[src/rtl/cpu_run_ctrl.sv]
// Run controller for the cpu: loads the entry PC, holds the core idle for a settle
// window, then runs until a branch-to-self halt, a cycle-budget timeout or an abort.
//
// state  | meaning
// -------+-----------------------------------------------------------
// IDLE   | waiting for start; outputs quiet
// LOAD   | one-cycle pc_ld pulse with the latched entry PC
// SETTLE | clockthing held low for SETTLE cycles
// RUN    | clockthing high; counting cycles and watching for a halt
// DONE   | halt detected; done sticky until the next accepted start
// TOUT   | budget expired; timeout sticky until the next accepted start
module cpu_run_ctrl #(
  parameter int          PC_W         = 32,
  parameter int          PROG_W       = 2,
  parameter logic [31:0] ENTRY_BASE   = 32'h0040_0020,
  parameter logic [31:0] ENTRY_STRIDE = 32'h0000_1000,
  parameter int          SETTLE       = 3,
  parameter int          HALT_CYC     = 4,
  parameter int          CNT_W        = 16
) (
  input  logic              clk,
  input  logic              reset,
  input  logic              start,
  input  logic              abort,
  input  logic [PROG_W-1:0] prog_sel,
  input  logic [CNT_W-1:0]  cycle_budget,
  input  logic [PC_W-1:0]   cpu_pc,
  output logic              pc_ld,
  output logic [PC_W-1:0]   pc_data,
  output logic              clockthing,
  output logic              busy,
  output logic              done,
  output logic              timeout,
  output logic [CNT_W-1:0]  cycle_count
);

  localparam int SET_W   = (SETTLE > 1) ? $clog2(SETTLE) : 1;
  localparam int STALL_W = $clog2(HALT_CYC);

  typedef enum logic [2:0] {
    S_IDLE   = 3'd0,
    S_LOAD   = 3'd1,
    S_SETTLE = 3'd2,
    S_RUN    = 3'd3,
    S_DONE   = 3'd4,
    S_TOUT   = 3'd5
  } state_t;

  state_t             state, state_nxt;
  logic [SET_W-1:0]   settle_cnt;
  logic [STALL_W-1:0] stall_cnt, stall_nxt;
  logic [PC_W-1:0]    prev_pc;
  logic               run_first;
  logic [CNT_W-1:0]   budget_q;
  logic [CNT_W-1:0]   cnt_inc;
  logic [PC_W-1:0]    entry_calc;
  logic               halt_hit, bud_hit;
  logic               pc_ld_nxt, clockthing_nxt, busy_nxt;

  assign entry_calc = PC_W'(ENTRY_BASE) + PC_W'(ENTRY_STRIDE) * PC_W'(prog_sel);
  assign cnt_inc    = (cycle_count == {CNT_W{1'b1}}) ? cycle_count : cycle_count + CNT_W'(1);
  // The first RUN cycle has no earlier RUN-cycle PC to compare against.
  assign stall_nxt  = (run_first || (cpu_pc != prev_pc)) ? '0 : stall_cnt + STALL_W'(1);
  assign halt_hit   = (stall_nxt == STALL_W'(HALT_CYC - 1));
  assign bud_hit    = (budget_q != '0) && (cnt_inc == budget_q);

  always_ff @(posedge clk) begin
    if (reset) begin
      state      <= S_IDLE;
      pc_ld      <= 1'b0;
      clockthing <= 1'b0;
      busy       <= 1'b0;
    end else begin
      state      <= state_nxt;
      pc_ld      <= pc_ld_nxt;
      clockthing <= clockthing_nxt;
      busy       <= busy_nxt;
    end
  end

  always_comb begin
    state_nxt = state;
    if (abort && (state != S_IDLE)) begin
      state_nxt = S_IDLE;
    end else begin
      case (state)
        S_IDLE, S_DONE, S_TOUT: if (start && !abort) state_nxt = S_LOAD;
        S_LOAD:                 state_nxt = S_SETTLE;
        S_SETTLE:               if (settle_cnt == '0) state_nxt = S_RUN;
        S_RUN: begin
          if (halt_hit)     state_nxt = S_DONE;
          else if (bud_hit) state_nxt = S_TOUT;
        end
        default:                state_nxt = S_IDLE;
      endcase
    end
  end

  always_comb begin
    pc_ld_nxt      = (state_nxt == S_LOAD);
    clockthing_nxt = (state_nxt == S_RUN);
    busy_nxt       = (state_nxt == S_LOAD) || (state_nxt == S_SETTLE) || (state_nxt == S_RUN);
  end

  always_ff @(posedge clk) begin
    if (reset) begin
      pc_data     <= '0;
      budget_q    <= '0;
      done        <= 1'b0;
      timeout     <= 1'b0;
      cycle_count <= '0;
      settle_cnt  <= '0;
      stall_cnt   <= '0;
      prev_pc     <= '0;
      run_first   <= 1'b0;
    end else begin
      prev_pc   <= cpu_pc;
      run_first <= (state_nxt == S_RUN) && (state != S_RUN);

      if ((state_nxt == S_LOAD) && (state != S_LOAD)) begin
        pc_data     <= entry_calc;
        budget_q    <= cycle_budget;
        done        <= 1'b0;
        timeout     <= 1'b0;
        cycle_count <= '0;
      end

      if ((state_nxt == S_SETTLE) && (state != S_SETTLE))
        settle_cnt <= SET_W'(SETTLE - 1);
      else if ((state == S_SETTLE) && (settle_cnt != '0))
        settle_cnt <= settle_cnt - SET_W'(1);

      // An abort in RUN discards that cycle: count and flags stay as they were.
      if ((state == S_RUN) && !abort) begin
        cycle_count <= cnt_inc;
        stall_cnt   <= stall_nxt;
        if (halt_hit)     done    <= 1'b1;
        else if (bud_hit) timeout <= 1'b1;
      end else begin
        stall_cnt <= '0;
      end
    end
  end

endmodule

[config.mk]
export PLATFORM = sky130hd
export DESIGN_NAME = cpu_run_ctrl
export DESIGN_NICKNAME = d
export VERILOG_FILES = /design/src/rtl/cpu_run_ctrl.sv
export SDC_FILE = /design/constraint.sdc
export NUM_CORES = 1
export LEC_CHECK = 0
export ABC_CLOCK_PERIOD_IN_PS = 3100
export CORE_MARGIN = 2
export CORE_UTILIZATION = 33
export CTS_BUF_LIST = sky130_fd_sc_hd__clkbuf_16
export DETAILED_ROUTE_END_ITERATION = 16
export PLACE_DENSITY = 0.66
export SYNTH_ARGS = -nofsm -noshare
export SYNTH_HDL_FRONTEND = slang
export SYNTH_SLANG_ARGS = --single-unit
[constraint.sdc]
create_clock -name clk -period 3.1 [get_ports clk]
set_input_delay 0.31 -clock clk [delete_from_list [all_inputs] [get_ports clk]]
set_output_delay 0.31 -clock clk [all_outputs]
set_load 0.01 [all_outputs]
## Word-level counts from Yosys, hierarchy flattened

Cells that the tools add are included.

- Flip-flop bits (word level): 109
- Input port bits: 54
- Output and inout port bits: 53
- Logic and storage cells: 75

- $add $sub $neg: 4
- Eq/ne operators: 15
- Mux-type cells: 19
- Bitwise logic cells: 1
- Reductions and logical operators: 22

Operators by type and width:

| kind | number |
|---|---|
| $mux 16 | 3 |
| $ne 32x32->1 | 1 |
| $add 23x14->24 const A | 1 |
| $add 16x1->16 const B | 1 |
| $eq 16x16->1 | 1 |
| $eq 16x16->1 const B | 1 |
| $reduce_bool 16->1 | 1 |
| $mux 3 | 5 |
| $eq 3x2->1 const B | 4 |
| $pmux 3 s4 | 1 |
| $logic_and 1x1->1 | 8 |
| $mux 1 | 7 |
| $eq 3x1->1 const B | 2 |
| $eq 3x3->1 const B | 2 |
| $mux 2 | 3 |
| $ne 3x2->1 const B | 2 |
| $reduce_bool 2->1 | 3 |
| $reduce_or 2->1 | 2 |
| $logic_not 3->1 | 1 |
| $logic_or 1x1->1 | 3 |
| $ne 3x1->1 const B | 1 |
| $reduce_bool 3->1 | 1 |
| $reduce_or 3->1 | 1 |
| $add 2x1->2 const B | 1 |
| other kinds (5) | 5 |

## Longest topological paths before layout

- Word-level depth: 14
- Depth in mapped cells: 10
- Gate-level depth less buffers: 8

## Worst setup path after synthesis

Ideal clock, no wire load.

- Path kind: register to register
- Start: register cycle_count[0]
- End: register state[1]
- Setup time: 116 ps
- Arrival: 2580 ps
- Required time: 2984 ps
- Path slack: 404 ps
- Stages on the path, launching flop included: 9
- Path buffers: 0
- Clock period less this slack: 2696 ps
- Cells stage by stage: dfxtp_1 > ha_1 > nand4_4 > a2111oi_0 > xnor2_1 > nand3_1 > nor4_1 > a31oi_1 > o211a_1

- Longest elaborated chain between the ends: 8
- Elaborated cells on any way between the ends: 9
- Those cells by class: add/sub: 1; eq/ne: 2; mux: 5; reduce/logical: 1

RTL lines:

| item | line | source |
|---|---|---|
| start, declared | 34 | `output logic [CNT_W-1:0] cycle_count` |
| start signal, assigned | 135 | `cycle_count <= cnt_inc;` |
| $add 16x1->16 / $eq 16x16->1 (equally long branches) | 61 | `assign cnt_inc = (cycle_count == {CNT_W{1'b1}}) ? cycle_count : cycle_count + CNT_W'(1);` |
| $mux 16 * | 61 |  |
| $eq 16x16->1 * | 65 | `assign bud_hit = (budget_q != '0) && (cnt_inc == budget_q);` |
| $logic_and 1x1->1 * | 65 |  |
| $mux 3 * | 92 | `else if (bud_hit) state_nxt = S_TOUT;` |
| $mux 3 * | 91 | `if (halt_hit) state_nxt = S_DONE;` |
| $pmux 3 s4 * | 86 | `case (state)` |
| $mux 3 * | 83 | `if (abort && (state != S_IDLE)) begin` |
| end signal, assigned | 74 | `state <= state_nxt;` |
| end, declared | 49 | `state_t state, state_nxt;` |

Every way passes the cells marked *; elsewhere a longest branch is shown, timed or not.
A chain may end at the register's enable or synchronous reset.

## Worst setup path in the final report

- Start: register cycle_count[1]
- End: register state[1]

Same word-level chain as after synthesis.

==> out/results.ini <==
[status]
status = finished clean

[run]
cap_violations = 0

[place]
io_buffers = 78
gp_congestion = 0.923
place_area_sq_um = 5020
dp_hpwl_microns = 7940

[synthesis]
synth_area_leaders = dfxtp_1 38%, xor2_1 7.7%, buf_4 5.4%
async_reset_ff_share_pct = 0
synth_edf_count = 0
ys_ff_latch = 80
yosysTopAreaCellShare_pct = 38.2
synth_ff_type = dfxtp_1
synth_area_leader_cell = dfxtp_1
ys_warn_count = 0
ys_types = 60
yosysSeqAreaShare_pct = 38.2
avgSynthCellArea_sq_um = 8.47
synthCells = 495
synth.cell_area_sq_um = 4190

[hold_path]
holdPathStages = 2
min_path_type = in2reg
min_to = timeout$_SDFF_PP0_
min_from = reset

[finish]
antenna_cells = 0
drive_gt1_share_pct = 7.67
syn_to_final_growth_pct = 26.4
fin_util_pct = 42.3
final_area_sq_um = 5300
nets = 625

[clocking]
cts_tree = yes
clock-sinks = 80
cts_made_buffers = 9
cts_setup_buffers = 0
cts_resized = 0
clkTransAtPathRegs_ns = 0.07
clk_path_buf_depth = 2
cts-root-buf = clkbuf_16
worstSkewPairLatency_ns = 0.35
htree_levels = 3
hold_buffers = 0

[timing]
holdWs_ns = 0.178
finClkSkew_ns = 0.0112
layout_min_cycle_time_ns = 2.74
finalSetupTns_ns = 0
slew_headroom_pct = 51.9
worstMarginPinSlew_ns = 0.716
hold_viol = 0
fmax_ghz = 0.365
fin_crit_sh_pct = 88.3
setup_viol = 0
drv_slew = 0
rsz0062_at_grt = false

[floorplanning]
rows = 41
die_h_microns = 117
dieArea_sq_um = 13600
core-area_sq_um = 12500
io_pins = 107
initial_core_util_pct = 33.5
die_w_microns = 117

[global_routing]
grt_pass1_vias = 3566
grt_first_pass_wirelength_microns = 17300
overflow = 0
grt_util_all_layers_pct = 16.5
grt_antenna_before_repair = 0
grt_max_degree = 59

[detailed_routing]
firstDrtPassIters = 4
drtIter0Drc = 225
ant_nets = 0
wirelength_microns = 10500
via_per_inst = 4.93
vias = 3675
wl_per_cell_microns = 14.1
drc = 0

[worst_setup_path]
cp_max_fo = 8
path_cells = ha_1 -> nand4_4 -> a2111oi_0 -> buf_4 -> xnor2_1 -> nand3_1 -> nor4_1 -> buf_4 -> a31oi_1 -> o211a_1
crit_family = compound AO/OA/AOI/OAI gates
critPathKind = reg2reg
cp_data_required_time_ns = 3.34
arrival_ns = 2.98
rr_worst_depth = 10
crit_top_cell = buf_4
critPathMaxStageDelay_ns = 0.46
reg2reg_slack_ns = 0.36
cp_num_buf_inv = 2
end_kind = flip-flop
cp_slowest_cell = dfxtp_1
worstReg2RegStart = cycle_count[1]$_SDFFE_PP0P_
critPathLaunchType = flip-flop
r2r-end = state[1]$_SDFF_PP0_

[power_and_ir_drop]
vdd_drop_max_mv = 0.327
leakage_nw = 2.02
power_density_nw_per_um2 = 445

[worst register-to-register path: stages, from the launching register on]
cell and delay, ns:
dfxtp_1 0.46, ha_1 0.27, nand4_4 0.19, a2111oi_0 0.44, buf_4 0.19, xnor2_1 0.12
nand3_1 0.09, nor4_1 0.36, buf_4 0.19, a31oi_1 0.09, o211a_1 0.23
[cells in the mapped netlist, drive strengths merged (5+ instances only)]
library cell,instances
xnor2,14
nor2b,32
buf,33
nor4,16
o21ai,24
nor3,9
nand4,12
inv,8
nand2,55
nor2,33
mux2i,5
dfxtp,80
a31oi,10
xor2,37
or3,7
and3,8
nand3,12
a21oi,30
clkbuf,26
[state kept, by name (all words and copies together) (netlist names), 2 cells and up]
signal / cells
budget_q: 16
stall_cnt: 2
cycle_count: 16
state: 3
pc_data: 3
settle_cnt: 2
prev_pc: 32
[metal layers]
layer / track usage [%] / wire [microns] / vias to the layer above
li1: - / - / 1813
met1: 20.8 / 4730 / 1712
met2: 26.5 / 4800 / 137
met3: 4.93 / 799 / 13
met4: 6.27 / 187 / 0
met5: 0 / 0 / -
[final cells by class]
class,count,area (sq um)
Tap cell,172,215
Inverter,8,30.0
Clock buffer,9,225
Multi-Input combinational cell,375,2270
Sequential cell,80,1600
Timing Repair Buffer,95,903
Clock inverter,7,52.6
Fill cell,1287,7220
[through the flow]
stage	total power (W)	instances	setup WS (ns)
floorplan	0.00128	522	0.404
global placement	0.00137	730	0.451
detailed placement	0.00138	730	0.376
CTS	0.00239	746	0.351
global route	0.00247	746	0.170
finish	0.00236	746	0.364
[worst max-delay path by stage]
stage	slack [ns]	end	cells past startpoint	from
final	0.36	state[1]$_SDFF_PP0_	10	cycle_count[1]$_SDFFE_PP0P_
after global routing	0.17	state[1]$_SDFF_PP0_	10	cycle_count[1]$_SDFFE_PP0P_
after CTS	0.35	state[1]$_SDFF_PP0_	10	cycle_count[1]$_SDFFE_PP0P_
after detailed placement	0.38	state[1]$_SDFF_PP0_	10	cycle_count[1]$_SDFFE_PP0P_
after global placement	0.45	state[1]$_SDFF_PP0_	10	cycle_count[1]$_SDFFE_PP0P_
after floorplan	0.40	state[1]$_SDFF_PP0_	8	cycle_count[0]$_SDFFE_PP0P_
[cells by family after synthesis]
kind of cell,after synthesis,share of synthesized area (%)
compound gates,93,14.2
xor+xnor,51,10.7
fa+ha+maj,2,0.597
buf+inv,67,10.0
flops,80,38.2
mux,6,1.46
other cells,1,0.0895
simple gates,195,24.7
[where the power goes]
part	internal, W	total, W	switching (W)
logic	0.000139	0.000261	0.000121
registers	0.00107	0.00109	0.0000275
clock network	0.000548	0.00100	0.000455
total	0.00175	0.00236	0.000604
[placed cells by master, fill, tap and decap left out, drive strengths merged, types with 14 or more instances in the layout]
cell / netlist / final
xnor2: 14 / 14
buf: 33 / 18
a21oi: 30 / 30
o21ai: 24 / 24
dfxtp: 80 / 80
xor2: 37 / 37
conb: 1 / 28
nor2: 33 / 33
nand2: 55 / 55
nor4: 16 / 16
clkdlybuf4s50: 0 / 77
nor2b: 32 / 32
No activity file was read; power rests on OpenSTA's default activity.
